==> config.mk <==
export PLATFORM = sky130hd
export DESIGN_NAME = uart_rx_ctrl_flat
export DESIGN_NICKNAME = d
export VERILOG_FILES = /design/src/rtl/uart_rx_ctrl_if.sv /design/src/rtl/uart_rx_ctrl.sv /design/src/flat_wrapper.sv
export SDC_FILE = /design/constraint.sdc
export NUM_CORES = 1
export LEC_CHECK = 0
export CORE_ASPECT_RATIO = 1.5
export CORE_MARGIN = 4
export CORE_UTILIZATION = 50
export CTS_CLUSTER_SIZE = 28
export DETAILED_ROUTE_END_ITERATION = 16
export GPL_TIMING_DRIVEN = 0
export PLACE_DENSITY = 0.78
export RECOVER_POWER = 100
export SLEW_MARGIN = 20
export SYNTH_ARGS = -nofsm -noshare
export SYNTH_HDL_FRONTEND = slang
export SYNTH_SLANG_ARGS = --single-unit
==> constraint.sdc <==
create_clock -name clk -period 4.3 [get_ports clk]
set_input_delay 0.86 -clock clk [delete_from_list [all_inputs] [get_ports clk]]
set_output_delay 0.86 -clock clk [all_outputs]
set_load 0.01 [all_outputs]
==> src/rtl/uart_rx_ctrl_if.sv <==
// Signal bundle between the UART receive sequencer and its environment (line, baud generator, shifter).
// Optional build macro: UART_RX_CTRL_PARITY_EN adds the parity_err output.
interface uart_rx_ctrl_if #(
  parameter int DATA_BITS = 8
);
  logic                 baud_tick;
  logic                 rx;
  logic [DATA_BITS-1:0] par_in;
  logic                 shift_en;
  logic                 shift_data;
  logic [DATA_BITS-1:0] rx_data;
  logic                 rx_valid;
  logic                 frame_err;
  logic                 busy;
`ifdef UART_RX_CTRL_PARITY_EN
  logic                 parity_err;
`endif

  modport master (
    output baud_tick, rx, par_in,
`ifdef UART_RX_CTRL_PARITY_EN
    input  parity_err,
`endif
    input  shift_en, shift_data, rx_data, rx_valid, frame_err, busy
  );

  modport slave (
    input  baud_tick, rx, par_in,
`ifdef UART_RX_CTRL_PARITY_EN
    output parity_err,
`endif
    output shift_en, shift_data, rx_data, rx_valid, frame_err, busy
  );
endinterface

==> src/rtl/uart_rx_ctrl.sv <==
// UART receive sequencer: start detect, mid-bit sampling on the 16x tick, shifter control, stop check.
// Optional build macro: UART_RX_CTRL_PARITY_EN inserts an even-parity bit between data and stop.
module uart_rx_ctrl #(
  parameter int OVERSAMPLE = 16,
  parameter int DATA_BITS  = 8
) (
  input  logic           clk,
  input  logic           reset,
  uart_rx_ctrl_if.slave  bus
);

  localparam int TICK_W = $clog2(OVERSAMPLE);
  localparam int BIT_W  = (DATA_BITS > 1) ? $clog2(DATA_BITS) : 1;
  localparam logic [TICK_W-1:0] TICK_MID  = TICK_W'(OVERSAMPLE/2 - 1);
  localparam logic [TICK_W-1:0] TICK_LAST = TICK_W'(OVERSAMPLE - 1);
  localparam logic [BIT_W-1:0]  BIT_LAST  = BIT_W'(DATA_BITS - 1);

`ifdef UART_RX_CTRL_PARITY_EN
  typedef enum logic [2:0] {IDLE, START, DATA, PARITY, STOP, BREAK} state_t;
`else
  typedef enum logic [2:0] {IDLE, START, DATA, STOP, BREAK} state_t;
`endif

  state_t               state_q;
  logic                 rx_meta_q, rx_s_q;
  logic [TICK_W-1:0]    tick_cnt_q;
  logic [BIT_W-1:0]     bit_cnt_q;
  logic                 shift_en_q, shift_data_q;
  logic [DATA_BITS-1:0] rx_data_q, rx_data_d;
  logic                 rx_valid_q, frame_err_q, busy_q;
`ifdef UART_RX_CTRL_PARITY_EN
  logic                 par_acc_q, par_bad_q, parity_err_q;
`endif

  // The shifter fills from q[0] upward, so the first bit on the line ends up in the MSB.
  always_comb begin
    rx_data_d = '0;
    for (int i = 0; i < DATA_BITS; i++) begin
      rx_data_d[i] = bus.par_in[DATA_BITS-1-i];
    end
  end

  always_ff @(posedge clk or posedge reset) begin
    if (reset) begin
      rx_meta_q    <= 1'b1;
      rx_s_q       <= 1'b1;
      state_q      <= IDLE;
      tick_cnt_q   <= '0;
      bit_cnt_q    <= '0;
      shift_en_q   <= 1'b0;
      shift_data_q <= 1'b1;
      rx_data_q    <= '0;
      rx_valid_q   <= 1'b0;
      frame_err_q  <= 1'b0;
      busy_q       <= 1'b0;
`ifdef UART_RX_CTRL_PARITY_EN
      par_acc_q    <= 1'b0;
      par_bad_q    <= 1'b0;
      parity_err_q <= 1'b0;
`endif
    end else begin
      rx_meta_q   <= bus.rx;
      rx_s_q      <= rx_meta_q;
      shift_en_q  <= 1'b0;
      rx_valid_q  <= 1'b0;
      frame_err_q <= 1'b0;
`ifdef UART_RX_CTRL_PARITY_EN
      parity_err_q <= 1'b0;
`endif
      if (bus.baud_tick) begin
        unique case (state_q)
          IDLE: begin
            if (!rx_s_q) begin
              state_q    <= START;
              tick_cnt_q <= '0;
              busy_q     <= 1'b1;
            end
          end
          START: begin
            if (tick_cnt_q == TICK_MID) begin
              if (rx_s_q) begin
                state_q <= IDLE;
                busy_q  <= 1'b0;
              end else begin
                state_q    <= DATA;
                tick_cnt_q <= '0;
                bit_cnt_q  <= '0;
`ifdef UART_RX_CTRL_PARITY_EN
                par_acc_q  <= 1'b0;
`endif
              end
            end else begin
              tick_cnt_q <= tick_cnt_q + 1'b1;
            end
          end
          DATA: begin
            if (tick_cnt_q == TICK_LAST) begin
              shift_data_q <= rx_s_q;
              shift_en_q   <= 1'b1;
              tick_cnt_q   <= '0;
`ifdef UART_RX_CTRL_PARITY_EN
              par_acc_q    <= par_acc_q ^ rx_s_q;
`endif
              if (bit_cnt_q == BIT_LAST) begin
                bit_cnt_q <= '0;
`ifdef UART_RX_CTRL_PARITY_EN
                state_q   <= PARITY;
`else
                state_q   <= STOP;
`endif
              end else begin
                bit_cnt_q <= bit_cnt_q + 1'b1;
              end
            end else begin
              tick_cnt_q <= tick_cnt_q + 1'b1;
            end
          end
`ifdef UART_RX_CTRL_PARITY_EN
          PARITY: begin
            if (tick_cnt_q == TICK_LAST) begin
              par_bad_q  <= par_acc_q ^ rx_s_q;
              tick_cnt_q <= '0;
              state_q    <= STOP;
            end else begin
              tick_cnt_q <= tick_cnt_q + 1'b1;
            end
          end
`endif
          STOP: begin
            if (tick_cnt_q == TICK_LAST) begin
              tick_cnt_q <= '0;
              if (rx_s_q) begin
                rx_data_q  <= rx_data_d;
                rx_valid_q <= 1'b1;
`ifdef UART_RX_CTRL_PARITY_EN
                parity_err_q <= par_bad_q;
`endif
                state_q    <= IDLE;
                busy_q     <= 1'b0;
              end else begin
                frame_err_q <= 1'b1;
                state_q     <= BREAK;
              end
            end else begin
              tick_cnt_q <= tick_cnt_q + 1'b1;
            end
          end
          // A line stuck low must return high before another start bit can be seen.
          BREAK: begin
            if (rx_s_q) begin
              state_q <= IDLE;
              busy_q  <= 1'b0;
            end
          end
          default: begin
            state_q <= IDLE;
            busy_q  <= 1'b0;
          end
        endcase
      end
    end
  end

  assign bus.shift_en   = shift_en_q;
  assign bus.shift_data = shift_data_q;
  assign bus.rx_data    = rx_data_q;
  assign bus.rx_valid   = rx_valid_q;
  assign bus.frame_err  = frame_err_q;
  assign bus.busy       = busy_q;
`ifdef UART_RX_CTRL_PARITY_EN
  assign bus.parity_err = parity_err_q;
`endif

endmodule

==> src/flat_wrapper.sv <==
// flat-port wrapper written by rule: the top's interface ports become plain ports
module uart_rx_ctrl_flat 
#(
  parameter int OVERSAMPLE = 16,
  parameter int DATA_BITS  = 8
)
  (clk, reset, bus_baud_tick, bus_rx, bus_par_in, bus_shift_en, bus_shift_data, bus_rx_data, bus_rx_valid, bus_frame_err, bus_busy);
  uart_rx_ctrl_if #(.DATA_BITS(DATA_BITS)) bus_i ();
  input  logic clk;
  input  logic reset;
  input wire logic [$bits(bus_i.baud_tick)-1:0] bus_baud_tick;
  input wire logic [$bits(bus_i.rx)-1:0] bus_rx;
  input wire logic [$bits(bus_i.par_in)-1:0] bus_par_in;
  output wire logic [$bits(bus_i.shift_en)-1:0] bus_shift_en;
  output wire logic [$bits(bus_i.shift_data)-1:0] bus_shift_data;
  output wire logic [$bits(bus_i.rx_data)-1:0] bus_rx_data;
  output wire logic [$bits(bus_i.rx_valid)-1:0] bus_rx_valid;
  output wire logic [$bits(bus_i.frame_err)-1:0] bus_frame_err;
  output wire logic [$bits(bus_i.busy)-1:0] bus_busy;
  assign bus_i.baud_tick = bus_baud_tick;
  assign bus_i.rx = bus_rx;
  assign bus_i.par_in = bus_par_in;
  assign bus_shift_en = bus_i.shift_en;
  assign bus_shift_data = bus_i.shift_data;
  assign bus_rx_data = bus_i.rx_data;
  assign bus_rx_valid = bus_i.rx_valid;
  assign bus_frame_err = bus_i.frame_err;
  assign bus_busy = bus_i.busy;
  uart_rx_ctrl #(.OVERSAMPLE(OVERSAMPLE), .DATA_BITS(DATA_BITS)) u_core (.clk(clk), .reset(reset), .bus(bus_i));
endmodule
# After elaboration in Yosys (flattened, before gate mapping)
# Cells that the tools add are included.
dict set report word_totals {
  in_bits 12
  out_inout_bits 13
  wordCells 72
  ff_bits 25
}
dict set report op_classes {
  mux 34
  n_reduce_logical 10
  bitwise_logic 1
  eq_ne 14
  addsub 2
}
# operator count
set ops {}
lappend ops {{two-way mux 3 bit} 11}
lappend ops {{two-way mux 1 bit} 15}
lappend ops {{case mux 3 bit (5 select lines)} 1}
lappend ops {{two-way mux 4 bit} 3}
lappend ops {{case mux 4 bit (3 select lines)} 1}
lappend ops {{inequality test 2 x 1 -> 1 bit (second input constant)} 5}
lappend ops {{AND reduction 5 bit} 2}
lappend ops {{AND reduction 7 bit} 1}
lappend ops {{equality test 3 x 2 -> 1 bit (second input constant)} 2}
lappend ops {{equality test 3 bit (second input constant)} 2}
lappend ops {{case mux 3 bit (2 select lines)} 1}
lappend ops {{case mux 1 bit (5 select lines)} 1}
lappend ops {{adder 4 x 1 -> 4 bit (second input constant)} 1}
lappend ops {{equality test 4 x 3 -> 1 bit (second input constant)} 1}
lappend ops {{equality test 4 bit (second input constant)} 1}
lappend ops {{inequality test 2 bit (second input constant)} 2}
lappend ops {{AND reduction 4 bit} 1}
lappend ops {{adder 3 x 1 -> 3 bit (second input constant)} 1}
lappend ops {{equality test 3 x 1 -> 1 bit (second input constant)} 1}
lappend ops {{zero test 3 bit} 1}
lappend ops {{AND reduction 3 bit} 1}
lappend ops {{nonzero test 3 bit} 1}
lappend ops {{two-way mux 2 bit} 1}
lappend ops {{AND reduction 2 bit} 1}
lappend ops {{other kinds (3)} 3}

# Logic depth before layout (Yosys ltp)
# Gate-level depths: netlist (run 1).
dict set report depth {
  ltp_word 4
  ltp_mapped 6
  ltp_nobuf 5
}

# Worst setup path before layout (run 1)
# No wires, ideal clock.
dict set report synth_path {
  kind {input-to-reg}
  from {input bus_baud_tick}
  to {register u_core.rx_data_q[0], in the netlist u_core.bus.rx_data[0]}
  setup_time_ps 125
  required_ps 4175
  n_path_buf 2
  path_slack_ps 2317
  arrival_time_ps 1858
  cell_stages 6
  cell_sequence {buf_2 nand2_1 nor2_2 and3_4 buf_12 mux2_4}
}
dict set report synth_between {
  elab_chain_len 1
}
# element line_no
set synth_rtl {}
lappend synth_rtl {{start: declaration} flat_wrapper.sv:11} ;# input wire logic [$bits(bus_i.baud_tick)-1:0] bus_baud_tick;
lappend synth_rtl {{AND reduction 4 bit (no line)} -}
lappend synth_rtl {{end signal: assignment} uart_rx_ctrl.sv:133} ;# rx_data_q <= rx_data_d;
lappend synth_rtl {{end: declaration} uart_rx_ctrl.sv:29} ;# logic [DATA_BITS-1:0] rx_data_q, rx_data_d;
# Every way passes these cells.
# A chain may end at the register's enable or synchronous reset.

# Worst setup path in the final report (run 1)
dict set report layout_path {
  from {register u_core.shift_data_q, in the netlist u_core.bus.shift_data}
  to {output bus_shift_data}
}
# element line_no
set layout_lines {}
lappend layout_lines {{start: declaration} uart_rx_ctrl.sv:28} ;# logic shift_en_q, shift_data_q;
lappend layout_lines {{start signal: assignment} uart_rx_ctrl.sv:98} ;# shift_data_q <= rx_s_q;
lappend layout_lines {{end: declaration} flat_wrapper.sv:15} ;# output wire logic [$bits(bus_i.shift_data)-1:0] bus_shift_data;
# No word-level cell between the ends.

==> results by group, run 1 <==
Place
  – Place WS: ~2.2 ns
  – Dpl cells: between 100 and 150
  – Port Buffer Count: 23
  – Final GP Congestion: around 0.84
  – HPWL after DPL: ~1800 microns
  – Placed Instance Area: between 0.001 and 0.0015 sq mm

Global route
  – First-pass GRT wire length: 4300 microns
  – Congestion Overflow GR: 0
  – Total GRT Usage: between 10% and 20%
  – Initial antenna violation count: 0
  – Pin count of the biggest net entering global routing: 26
  – Vias in the first global route: just over 900

Synth
  – Post-Synthesis Cell Area: 0.00123 sq mm
  – Post-synthesis cell type count: 40
  – Top-area cell type share of the netlist area: 44.8%
  – Syn_area_per_cell: 12.4 sq um
  – YS warnings: 0
  – Post-Synthesis Cells: 99
  – FF+latch count, synth: 25
  – Area leader, netlist: dfrtp_1
  – Seq/Total Area, Yosys: 51.2%
  – Top cells by area, synth: dfrtp_1 45%, mux2_4 11%, dfstp_2 6.4%
  – Syn_nets: 114

STA
  – Worst Tran Pin Value: just under 1 ns
  – Final setup vio count: 0
  – Fmax: ~430 MHz
  – Clock Skew: approximately 0.0036 ns
  – Slew Viols, Final: 0
  – Fin. Hold Viols: 0
  – Max transition margin: around 34%
  – Setup TNS: 0 ns
  – Final WS setup: between 1.5 and 2 ns
  – Unrepaired setup endpoints after global routing: no
  – Min cycle time layout: about 2.3 ns
  – Period utilisation layout: approximately 54%

Critical path
  – R2r startpoint: u_core.tick_cnt_q[0]
  – Slowest stage delay, CP: approximately 0.6 ns
  – Worst R2R End: u_core.bit_cnt_q[2]
  – Crit Path Class: reg -> out
  – Path depth of the worst reg2reg path: 5
  – Crit path cell chain: dlygate4sd3_1
  – WP buf/inv: 1
  – CP Data Arrival Time: roughly 1.5 ns
  – Crit path required time: around 3.4 ns
  – Gate family responsible for the most delay along the worst path: buffers and inverters
  – Reg2Reg Setup Slack: about 2.1 ns
  – Critical Path Sink Type: primary output
  – Crit Path Max Fanout: 2
  – Critical path launch point type: flip-flop
  – Slowest-stage cell, CP: dlygate4sd3_1

Detailed routing
  – DRC errors left: 0
  – Starting DRT DRC Count: 33
  – ANT nets after route: 0
  – Vias per cell: ~6.0
  – Wire per inst: about 16 microns
  – Routed wire length: about 2400 microns
  – Drt pass-1 iters: 4
  – Routed vias: approximately 890

Clocking
  – Clock-pin slew on the worst setup and hold paths: approximately 0.12 ns
  – CTS tree: done
  – Postcts setup bufs: 0
  – Total CTS buffers: 3
  – Deepest clock path buffer count: 2
  – CTS Hold Buffers Added: 0
  – Root Driver: clkbuf_4
  – Post-CTS Resized: 0
  – H-tree levels: 1
  – CTS Sinks: 25
  – Insertion delay to the later sink of the worst-skew pair: about 0.32 ns

Layout
  – Final core occ: between 60 and 70%
  – Area Overhead vs Synth: 16.6%
  – Fill cells: 196
  – Number of diodes: 0
  – Net count, final: ~140
  – Non-Filler Instances: between 100 and 150
  – Final Cell Area: ~0.0014 sq mm
  – Share of layout cells above drive strength 1: a little under an eighth

Min path
  – Hold Crit Start: u_core.rx_meta_q
  – Hold Path Sink: u_core.rx_s_q
  – Hold path depth: 0
  – Worst hold path type: reg -> reg

Floorplanning
  – DIE AREA: ~0.0033 sq mm
  – Die Y: between 60 and 70 microns
  – Die X: just under 50 microns
  – Core Footprint: around 0.0023 sq mm
  – Top Ports: 25
  – Row count: 21
  – Effective utilization at floorplan: about 54%

Power and ir drop
  – Cell Pwr Density: between 400 and 500 mW/mm^2
  – Leak Pwr: approximately 0.00070 uW
  – Peak VDD IR: 0.253 mV

Run status
  – Status: complete, no violations

Flow run
  – Max_cap viols: 0
cell type report:
cell class / instances / area (sq um) / share of cell area, %
clock buffers: 4 / 26.3 / 1.83
repair buffers: 23 / 230 / 16.1
plain buffers: 5 / 25.0 / 1.75
well taps: 23 / 28.8 / 2.01
flip-flops and latches: 25 / 629 / 43.9
multi-input cells: 65 / 479 / 33.4
inverters: 4 / 15.0 / 1.05
metal layers:
layer,vias to the layer above,global-route usage [%],share of wire [%]
li1,413,-,-
met1,430,19.5,40
met2,40,29.1,52
met3,6,2.15,5.5
met4,0,9.09,2.1
met5,-,0,0
cells in the final DEF (no fill, tap or decap), types with 3 or more instances in the layout:
cell type,count
dfrtp_1,22
dlygate4sd3_1,15
nor2_1,8
clkdlybuf4s50_1,8
mux2_1,6
a22o_1,6
a21oi_1,5
o21ai_0,4
nand3_1,3
nand2_1,3
clkbuf_1,3
inv_1,3
mux2_4,3
ha_1,3
clkbuf_4,3
cell families (layout without fill, tap and decap cells):
| logic type | Yosys count | count (layout) | synth area share, % |
|---|---|---|---|
| simple gates | 27 | 27 | 14.5 |
| xor+xnor | 1 | 1 | 0.712 |
| buf+inv | 9 | 36 | 4.58 |
| fa+ha+maj | 3 | 3 | 3.05 |
| compound gates | 23 | 23 | 13.2 |
| mux | 11 | 11 | 12.7 |
| flops | 25 | 25 | 51.2 |
registers in the layout (all words and copies together) (netlist names):
| name | cells |
|---|---|
| u_core.bus.rx_data | 8 |
| u_core.tick_cnt_q | 4 |
| u_core.bit_cnt_q | 3 |
| u_core.state_q | 3 |
| u_core.bus.busy | 1 |
| u_core.bus.frame_err | 1 |
| u_core.bus.rx_valid | 1 |
| u_core.bus.shift_data | 1 |
| u_core.bus.shift_en | 1 |
| u_core.rx_meta_q | 1 |
| u_core.rx_s_q | 1 |
worst max path at each step:
stage	from	to	slack, ns	depth (start not counted)
finish	u_core.bus.shift_data	bus_shift_data	1.97	1
global route	u_core.tick_cnt_q[1]	u_core.bit_cnt_q[1]	1.73	5
CTS	u_core.bus.shift_data	bus_shift_data	2.03	1
detailed placement	bus_baud_tick	u_core.bus.rx_data[5]	2.19	6
global placement	bus_baud_tick	u_core.bus.rx_data[4]	2.22	6
floorplan	bus_baud_tick	u_core.bus.rx_data[0]	2.32	6
synthesized netlist by cell type:
| master | count |
|---|---|
| dfrtp_1 | 22 |
| mux2_4 | 9 |
| nor2_1 | 7 |
| a22o_1 | 6 |
| a21oi_1 | 5 |
| o21ai_0 | 4 |
| dfstp_2 | 3 |
| ha_1 | 3 |
| inv_1 | 3 |
| nand2_1 | 3 |
| buf_2 | 2 |
| nand2b_1 | 2 |
| nand3_1 | 2 |
| o21ai_1 | 2 |
| a22oi_1 | 1 |
| a31o_1 | 1 |
| a32oi_2 | 1 |
| a41oi_1 | 1 |
| and2b_2 | 1 |
| and3_1 | 1 |
| and3_2 | 1 |
| and3_4 | 1 |
| buf_12 | 1 |
| buf_4 | 1 |
| clkbuf_1 | 1 |
| inv_2 | 1 |
| mux2_2 | 1 |
| mux2i_1 | 1 |
| nand3_4 | 1 |
| nand3b_1 | 1 |
| nor2_2 | 1 |
| nor2b_1 | 1 |
| nor3_1 | 1 |
| nor4_1 | 1 |
| nor4_4 | 1 |
| nor4b_1 | 1 |
| o21a_1 | 1 |
| o22ai_1 | 1 |
| or2_1 | 1 |
| xnor2_1 | 1 |
power by group:
| part | switching [uW] | leakage, uW | internal (uW) |
|---|---|---|---|
| combinational | 125 | 0.000360 | 138 |
| sequential | 49.6 | 0.000321 | 297 |
| clock | 68.4 | 0.0000150 | 36.4 |
| total | 243 | 0.000696 | 472 |
through the flow:
| stage | power, uW | hold slack [ns] |
|---|---|---|
| detailed placement | 658 | 0.347 |
| finish | 715 | 0.372 |
| CTS | 763 | 0.368 |
| floorplan | 552 | 0.345 |
| global placement | 645 | 0.346 |
| global route | 770 | 0.382 |
Power figures use the tool's default switching activity.
==> inputs of run 2 (changes only) <==
--- a/config.mk
+++ b/config.mk
@@ -7,11 +7,11 @@
 export LEC_CHECK = 0
 export CORE_ASPECT_RATIO = 1.5
 export CORE_MARGIN = 4
-export CORE_UTILIZATION = 50
+export CORE_UTILIZATION = 45
 export CTS_CLUSTER_SIZE = 28
 export DETAILED_ROUTE_END_ITERATION = 16
 export GPL_TIMING_DRIVEN = 0
-export PLACE_DENSITY = 0.78
+export PLACE_DENSITY = 0.74
 export RECOVER_POWER = 100
 export SLEW_MARGIN = 20
 export SYNTH_ARGS = -nofsm -noshare
==> constraint.sdc (replaced) <==
create_clock -name clk -period 2.1 [get_ports clk]
set_input_delay 0.42 -clock clk [delete_from_list [all_inputs] [get_ports clk]]
set_output_delay 0.42 -clock clk [all_outputs]
set_load 0.01 [all_outputs]
==> run 2 against run 1 <==
Sequential power rose by 110%. First-iteration DRC count fell by 6.1%. Largest power group unchanged. Register-to-register slack got worse by 1.9 ns. Critical path depth rose by 5. Total power rose by 120%. Via count fell by 3.8%. Cell count rose by 9.4%. Hold slack got worse by 0.012 ns. Routed wire length fell by 1.7%. Clock skew fell by 0.0014 ns. Global-route usage fell by 1.8 points.
==> results by group, run 2 (synthesis results as in run 1) <==
Layout
  – Multi-input logic area: approximately 530 sq um
  – Fill cells: 236
  – Net count, final: around 140
  – Max reg flops: 8
  – Commonest non-fill, non-tap cell in the layout: dfrtp_1
  – Area Overhead vs Synth: 24.6%
  – FF/Latch Area: about 630 sq um
  – Share of layout cells above drive strength 1: roughly a fifth
  – Final Cell Area: about 0.0015 sq mm
  – Number of diodes: 0
  – Most frequent cells in the layout: 22 x dfrtp_1, 15 x dlygate4sd3_1, 8 x nor2_1, 8 x mux2_4, 8 x clkdlybuf4s50_1

Floorplanning
  – Row count: 23
  – Core Footprint: ~0.0026 sq mm
  – Die X: 50.7 microns
  – Top Ports: 25
  – Die Y: 72.0 microns
  – Effective utilization at floorplan: about 46%
  – DIE AREA: around 0.0037 sq mm

Clocking
  – Insertion delay to the later sink of the worst-skew pair: around 0.26 ns
  – Post-CTS Resized: 0
  – H-tree levels: 1
  – Root Driver: clkbuf_8
  – Clock-pin slew on the worst setup and hold paths: around 0.080 ns
  – CTS Hold Buffers Added: 0
  – CTS Sinks: 25
  – Postcts setup bufs: 0
  – CTS tree: done
  – Total CTS buffers: 3
  – Deepest clock path buffer count: 2

STA
  – Worst Tran Pin Value: a little over 0.9 ns
  – Final setup vio count: 0
  – Min cycle time layout: between 1.5 and 2 ns
  – Setup TNS: 0 ns
  – Slew Viols, Final: 0
  – Unrepaired setup endpoints after global routing: no
  – Period utilisation layout: between 80% and 90%
  – Clock Skew: between 0.002 and 0.0025 ns
  – Max transition margin: between 30% and 40%
  – Fmax: roughly 540 MHz
  – Fin. Hold Viols: 0

Run status
  – Status: complete, no violations

Place
  – Placed Instance Area: around 0.0015 sq mm
  – Final GP Congestion: roughly 0.84
  – HPWL after DPL: 1770 microns
  – Port Buffer Count: 23

Global route
  – Pin count of the biggest net entering global routing: 26
  – First-pass GRT wire length: 4080 microns
  – Vias in the first global route: just under 900
  – Total GRT Usage: between 10% and 20%
  – Initial antenna violation count: 0
  – Congestion Overflow GR: 0

Detailed routing
  – Starting DRT DRC Count: 31
  – ANT nets after route: 0
  – Routed wire length: between 2000 and 2500 microns
  – Drt pass-1 iters: 4
  – Routed vias: roughly 860
  – Vias per cell: 5.25
  – Wire per inst: 14.5 microns
  – DRC errors left: 0

Power and ir drop
  – Cell Pwr Density: between 1000 and 1500 mW/mm^2
  – Leak Pwr: between 0.0007 and 0.0008 uW
  – Peak VDD IR: between 0.5 and 0.6 mV

Critical path
  – Crit Path Class: reg -> reg
  – Critical path launch point type: flip-flop
  – Crit Path Max Fanout: 8
  – Critical Path Sink Type: flip-flop
  – Crit path required time: 2.25 ns
  – CP Data Arrival Time: ~2 ns

Min path
  – Worst hold path type: reg -> reg

Flow run
  – Max_cap viols: 0
run 2: cell count changes in the layout (fill, tap and decap cells not counted), sizes merged:
| cell | before | now |
|---|---|---|
| buf | 3 | 4 |
| clkbuf | 6 | 5 |
run 2: layout make-up:
class	count	area share, %
clock buffer	4	2.94
inverter	4	0.980
tap	37	3.02
buffer	5	2.69
timing repair buffer	23	15.0
multi-input combinational	65	34.3
sequential	25	41.1
run 2: worst paths after layout:
| check | from | end | slack, ns | depth (start not counted) |
|---|---|---|---|---|
| max in group asynchronous | reset | u_core.bus.rx_data[3] | 0.76 | 2 |
| setup reg to reg | u_core.tick_cnt_q[0] | u_core.bus.rx_data[0] | 0.25 | 6 |
| hold reg to reg | u_core.rx_meta_q | u_core.rx_s_q | 0.36 | 0 |
| hold / removal | u_core.rx_meta_q | u_core.rx_s_q | 0.36 | 0 |
| min in group asynchronous | reset | u_core.bit_cnt_q[2] | 0.78 | 2 |
| setup / recovery | u_core.tick_cnt_q[0] | u_core.bus.rx_data[0] | 0.25 | 6 |
run 2: critical path, stage by stage (launching register included):
cell and delay (ns):
dfrtp_1 0.39, ha_1 0.30, nand3_4 0.13, nor2_1 0.23, and3_1 0.25, buf_12 0.15, mux2_4 0.30
run 2: per-stage QoR:
step | instances | hold slack [ns] | power (uW) | utilization [%] | setup slack (ns)
2_1_floorplan | 99 | 0.345 | 1130 | - | 0.482
3_3_place_gp | 159 | 0.346 | 1320 | 56.9 | 0.382
3_5_place_dp | 159 | 0.349 | 1350 | 56.9 | 0.322
4_1_cts | 163 | 0.362 | 1630 | 58.6 | 0.306
5_1_grt | 163 | 0.366 | 1680 | 57.9 | 0.131
6_report | 163 | 0.360 | 1570 | 57.9 | 0.249
run 2: report_power, final:
group          switching [uW]  internal [uW]  total (uW)  leakage [uW]
Clock                     142            136         278     0.0000228
Combinational             264            300         565      0.000367
Sequential                115            610         725      0.000322
Total                     521           1050        1570      0.000712
run 2: routing by layer:
| layer | global-route usage, % | routed length, microns | vias up |
|---|---|---|---|
| met1 | 16.6 | 955 | 412 |
| met2 | 24.9 | 1210 | 27 |
| met4 | 9.58 | 81 | 0 |
| met3 | 2.87 | 115 | 7 |
| met5 | 0 | 0 | - |
| li1 | - | - | 409 |
==> inputs of run 3 (changes only) <==
--- a/config.mk
+++ b/config.mk
@@ -5,12 +5,13 @@
 export SDC_FILE = /design/constraint.sdc
 export NUM_CORES = 1
 export LEC_CHECK = 0
+export CAP_MARGIN = 10
 export CORE_ASPECT_RATIO = 1.5
 export CORE_MARGIN = 4
 export CORE_UTILIZATION = 45
 export CTS_CLUSTER_SIZE = 28
 export DETAILED_ROUTE_END_ITERATION = 16
-export GPL_TIMING_DRIVEN = 0
+export HOLD_SLACK_MARGIN = 0.1
 export PLACE_DENSITY = 0.74
 export RECOVER_POWER = 100
 export SLEW_MARGIN = 20
==> run 3 against run 2 <==
Total power shrank 0.30%. Largest cell class unchanged. Critical path depth shrank 1. Cell count grew 0.61%. Flip-flop and latch count is the same. Largest power group unchanged. Utilization shrank 0.43 points. Clock skew shrank 0.00090 ns. Critical path type is now in -> reg. Clock power is essentially flat. Design area shrank 0.73%. Via count grew 1.1%. Die area is the same. Register-to-register slack gained 0.04 ns.
==> results by group, run 3 (synthesis results as in run 1) <==
Place
  – Port Buffer Count: 24
  – Placed Instance Area: 0.00151 sq mm
  – Dpl cells: 160
  – Final GP Congestion: between 0.7 and 0.8
  – HPWL after DPL: between 1500 and 2000 microns

Clocking
  – Total CTS buffers: 3
  – CTS Hold Buffers Added: 0
  – Postcts setup bufs: 0
  – CTS tree: done
  – Root Driver: clkbuf_8
  – H-tree levels: 1
  – Clock-pin slew on the worst setup and hold paths: 0.08 ns
  – CTS Sinks: 25
  – Deepest clock path buffer count: 2
  – Insertion delay to the later sink of the worst-skew pair: approximately 0.26 ns
  – Post-CTS Resized: 0

STA
  – Fmax: approximately 540 MHz
  – Final setup vio count: 0
  – Fin. Hold Viols: 0
  – Unrepaired setup endpoints after global routing: no
  – Min cycle time layout: 1.87 ns
  – Clock Skew: 0.00128 ns
  – Hold Slack: roughly 0.36 ns
  – Max transition margin: between 70% and 80%
  – Setup TNS: 0 ns
  – Period utilisation layout: 88.9%
  – Slew Viols, Final: 0
  – Worst Tran Pin Value: 0.412 ns

Layout
  – Non-Filler Instances: around 160
  – Number of diodes: 0
  – Area Overhead vs Synth: 23.7%
  – Final core occ: between 50% and 60%
  – Net count, final: ~140
  – Final Cell Area: between 0.0015 and 0.002 sq mm
  – Share of layout cells above drive strength 1: about 16%
  – Max reg flops: 8
  – Most frequent cells in the layout: 22 x dfrtp_1, 16 x dlygate4sd3_1, 8 x nor2_1, 8 x clkdlybuf4s50_1, 7 x mux2_1
  – Commonest non-fill, non-tap cell in the layout: dfrtp_1

Floorplanning
  – Row count: 23
  – Top Ports: 25
  – Effective utilization at floorplan: a little under half
  – Die Y: between 70 and 80 microns
  – DIE AREA: around 0.0037 sq mm
  – Core Footprint: around 0.0026 sq mm
  – Die X: approximately 50 microns

Critical path
  – CP Data Arrival Time: 2.02 ns
  – Gate family responsible for the most delay along the worst path: buffers and inverters
  – Crit Path Max Fanout: 8
  – Critical Path Sink Type: flip-flop
  – Crit Path Class: in -> reg
  – Slowest-stage cell, CP: dlygate4sd3_1
  – Crit path required time: about 2.3 ns
  – R2r startpoint: u_core.tick_cnt_q[1]
  – Crit path cell chain: dlygate4sd3_1 -> nand2_1 -> nor2_1 -> and3_4 -> mux2_1
  – Critical path launch point type: input pin
  – CP startpoint: bus_baud_tick
  – Path depth of the worst reg2reg path: 5
  – Slowest stage delay, CP: about 0.63 ns
  – WP buf/inv: 1
  – Crit. path cell count: 5

Min path
  – Hold path depth: 0
  – Hold Crit Start: u_core.rx_meta_q
  – Worst hold path type: reg -> reg

Power and ir drop
  – Leak Pwr: 0.000717 uW
  – Peak VDD IR: 0.538 mV
  – Cell Pwr Density: a little over 1000 mW/mm^2

Global route
  – Total GRT Usage: between 10% and 20%
  – Congestion Overflow GR: 0
  – First-pass GRT wire length: 4160 microns
  – Pin count of the biggest net entering global routing: 26
  – Initial antenna violation count: 0
  – Vias in the first global route: about 900

Detailed routing
  – Drt pass-1 iters: 4
  – ANT nets after route: 0
  – Starting DRT DRC Count: 29
  – Routed wire length: between 2000 and 2500 microns
  – Routed vias: around 860
  – Wire per inst: between 10 and 15 microns
  – Vias per cell: between 5 and 6
  – DRC errors left: 0

Flow run
  – Max_cap viols: 0

Run status
  – Status: complete, no violations
[run 3: area by class of cell]
class | count | area [sq um]
clock buffer | 4 | 45.0
inverter | 4 | 15.0
sequential | 25 | 629
tap | 37 | 46.3
fill | 232 | 1130
timing repair buffer | 29 | 278
multi-input combinational | 65 | 508
[run 3: worst paths after layout]
check / slack [ns] / end
worst max-delay path: 0.23 / u_core.bus.rx_data[3]
worst min-delay path: 0.36 / u_core.rx_s_q
worst max register to register: 0.29 / u_core.bus.rx_data[3]
worst min register to register: 0.36 / u_core.rx_s_q
max in group asynchronous: 1.17 / u_core.rx_s_q
min in group asynchronous: 0.63 / u_core.bus.shift_en
[run 3: report_power, final]
| part | switching (uW) | internal [uW] |
|---|---|---|
| Sequential | 147 | 610 |
| Clock | 145 | 136 |
| Combinational | 238 | 287 |
| Total | 530 | 1030 |
[run 3: stage by stage]
stage	total power, uW	setup WS (ns)
floorplan	1130	0.482
global placement	1330	0.157
detailed placement	1350	0.108
CTS	1640	0.317
global route	1670	0.163
finish	1560	0.233
[run 3: worst register-to-register path, delay by kind of cell, from the launching register on]
family / cells / cell delay, ns
DFF: 1 / 0.38
muxes: 1 / 0.34
adders and majority gates: 1 / 0.29
and+or+nand+nor: 3 / 0.68
[run 3: routing by layer]
layer | GRT usage, % | wire (microns)
met5 | 0 | 0
met2 | 25.4 | 1230
met1 | 17.5 | 964
met3 | 2.46 | 140
met4 | 8.38 | 48
==> RTL change (settings of run 2) <==
`OVERSAMPLE` is set to 16 in 2 places; all go to 32.
--- a/src/rtl/uart_rx_ctrl.sv
+++ b/src/rtl/uart_rx_ctrl.sv
@@ -2,5 +2,5 @@
 // Optional build macro: UART_RX_CTRL_PARITY_EN inserts an even-parity bit between data and stop.
 module uart_rx_ctrl #(
-  parameter int OVERSAMPLE = 16,
+  parameter int OVERSAMPLE = 32,
   parameter int DATA_BITS  = 8
 ) (
--- a/src/flat_wrapper.sv
+++ b/src/flat_wrapper.sv
@@ -2,5 +2,5 @@
 module uart_rx_ctrl_flat 
 #(
-  parameter int OVERSAMPLE = 16,
+  parameter int OVERSAMPLE = 32,
   parameter int DATA_BITS  = 8
 )
Behaviour: no difference found for any inputs over 10 cycles, from zero or initial values and one cycle with reset high; that may be too few to reach the edited logic, so the function may still have changed.
==> RTL change against run 2 <==
  * Synthesized area grew 8.1%
  * Critical path type unchanged
  * Wire length grew 12%
  * Fmax shrank 9.9%
  * Cell area grew 13%
  * Sequential cell count grew 1
  * Power grew 0.70%
  * Worst setup slack lost 0.20 ns
==> RTL change: results (changes against run 2) <==
Overall Power=1.578 mW (+0.70%); met3 Use GR=3.607% (+0.73 points); routing usage on met2=25.97% (+1.1 points); Layout non-clock buf frac=16.91% (-0.81 points); filler instances=229 (-3.0%); combinational power share=31.9% (-4.1 points); FF-to-FF path depth=7 (+1); Distinct cells, synth=38 (-5.0%); switching share of power=32.03% (-1.2 points); xor/xnor share of the synthesized area=0% (-0.71 points); Routed WL per cell=15.04 um (+4.0%); Inverters=6 (+2); most instantiated cells after synthesis=23 x dfrtp_1, 8 x mux2_4, 8 x nand2_1, 6 x ha_1, 6 x nor2_1; multi-input combinational cell count=72 (+11%); Final Wtd Congestion=0.8332 (-0.51%); vias in the first global route=1050 (+17%); Clock Sinks=26 (+4.0%); clock skew=0.004053 ns (+0.001873 ns); bufs w/o clock=31 (+11%); CLK BUF=3 (-1); Net count, final=158 (+11%); placed inst area=1617 um2 (+7.3%); arrival time worst endpoint=2.21 ns (+0.21 ns); first-pass GRT wire length=4.457 mm (+9.1%); largest net degree at the start of global routing=27 (+3.8%); DR vias=948 (+11%); wl on met1=1.076 mm (+13%); maximum VDD drop=0.5973 mV (+5.1%); status=finished clean; met1 Use GR=17.97% (+1.4 points); FF-to-FF setup slack=0.05 ns (-0.20 ns); Post-Syn Nets=127 (+11%); Seq area share=37.79% (-3.3 points); Clock power frac=26.3% (+8.6 points); Core Box Area=2763 um2 (+4.3%); leakage power=0.7990 nW (+12%); Rel. slew slack=38.73% (-0.74 points); share of cells above drive strength 1=24.46% (+5.4 points); gr usage total=15.13% (+0.45 points); multi-input logic area=644.4 um2 (+23%); Adder-Cell Fraction of Synth Area=5.644% (+2.6 points); fin cells=176 (+8.0%); DP Worst Slack=-0.07581 ns (-0.3978 ns); mux share of post-synthesis cell area=14.02% (+1.3 points); IO buf count=24 (+4.3%); Synth Area in Compound Gates=11.01% (-2.2 points); clk cell area share=4.118% (+1.2 points); most area-consuming cells after synthesis=dfrtp_1 43%, mux2_4 9.0%, dfstp_2 5.9%, ha_1 5.6%, mux2_1 3.4%; sequential share of the synthesized area=49.20% (-2.0 points); final hold slack=0.3579 ns (-0.002079 ns); met2 wire len=1.383 mm (+15%); Syn Inst Count=109 (+10%); placed insts=170 (+6.9%); worst-path maximum fanout=9 (+1); R2R Path End=u_core.bus.rx_data[6]; HPWL after DPL=1.894 mm (+7.1%); RR Startpoint=u_core.tick_cnt_q[1]; initial drt markers=30 (-3.2%); met3 wire len=157 um (+37%)
==> RTL change: worst max path at each step <==
| stage | start | end | slack [ns] | depth (start not counted) |
|---|---|---|---|---|
| detailed placement | bus_baud_tick | u_core.bit_cnt_q[1] | -0.08 | 4 |
| CTS | u_core.tick_cnt_q[1] | u_core.bit_cnt_q[1] | 0.02 | 7 |
| global route | u_core.tick_cnt_q[1] | u_core.bus.rx_data[6] | -0.02 | 7 |
| finish | u_core.tick_cnt_q[1] | u_core.bus.rx_data[6] | 0.05 | 7 |
| global placement | bus_baud_tick | u_core.bit_cnt_q[1] | -0.08 | 4 |
| floorplan | u_core.tick_cnt_q[0] | u_core.state_q[0] | 0.10 | 7 |
==> RTL change: timing repair <==
item                                    CTS  global route
hold endpoints to repair                  0             0
setup buffers                             1             1
endpoints found under the setup margin    3            14
pin swaps                                 1             1
gates resized for setup                   1             5
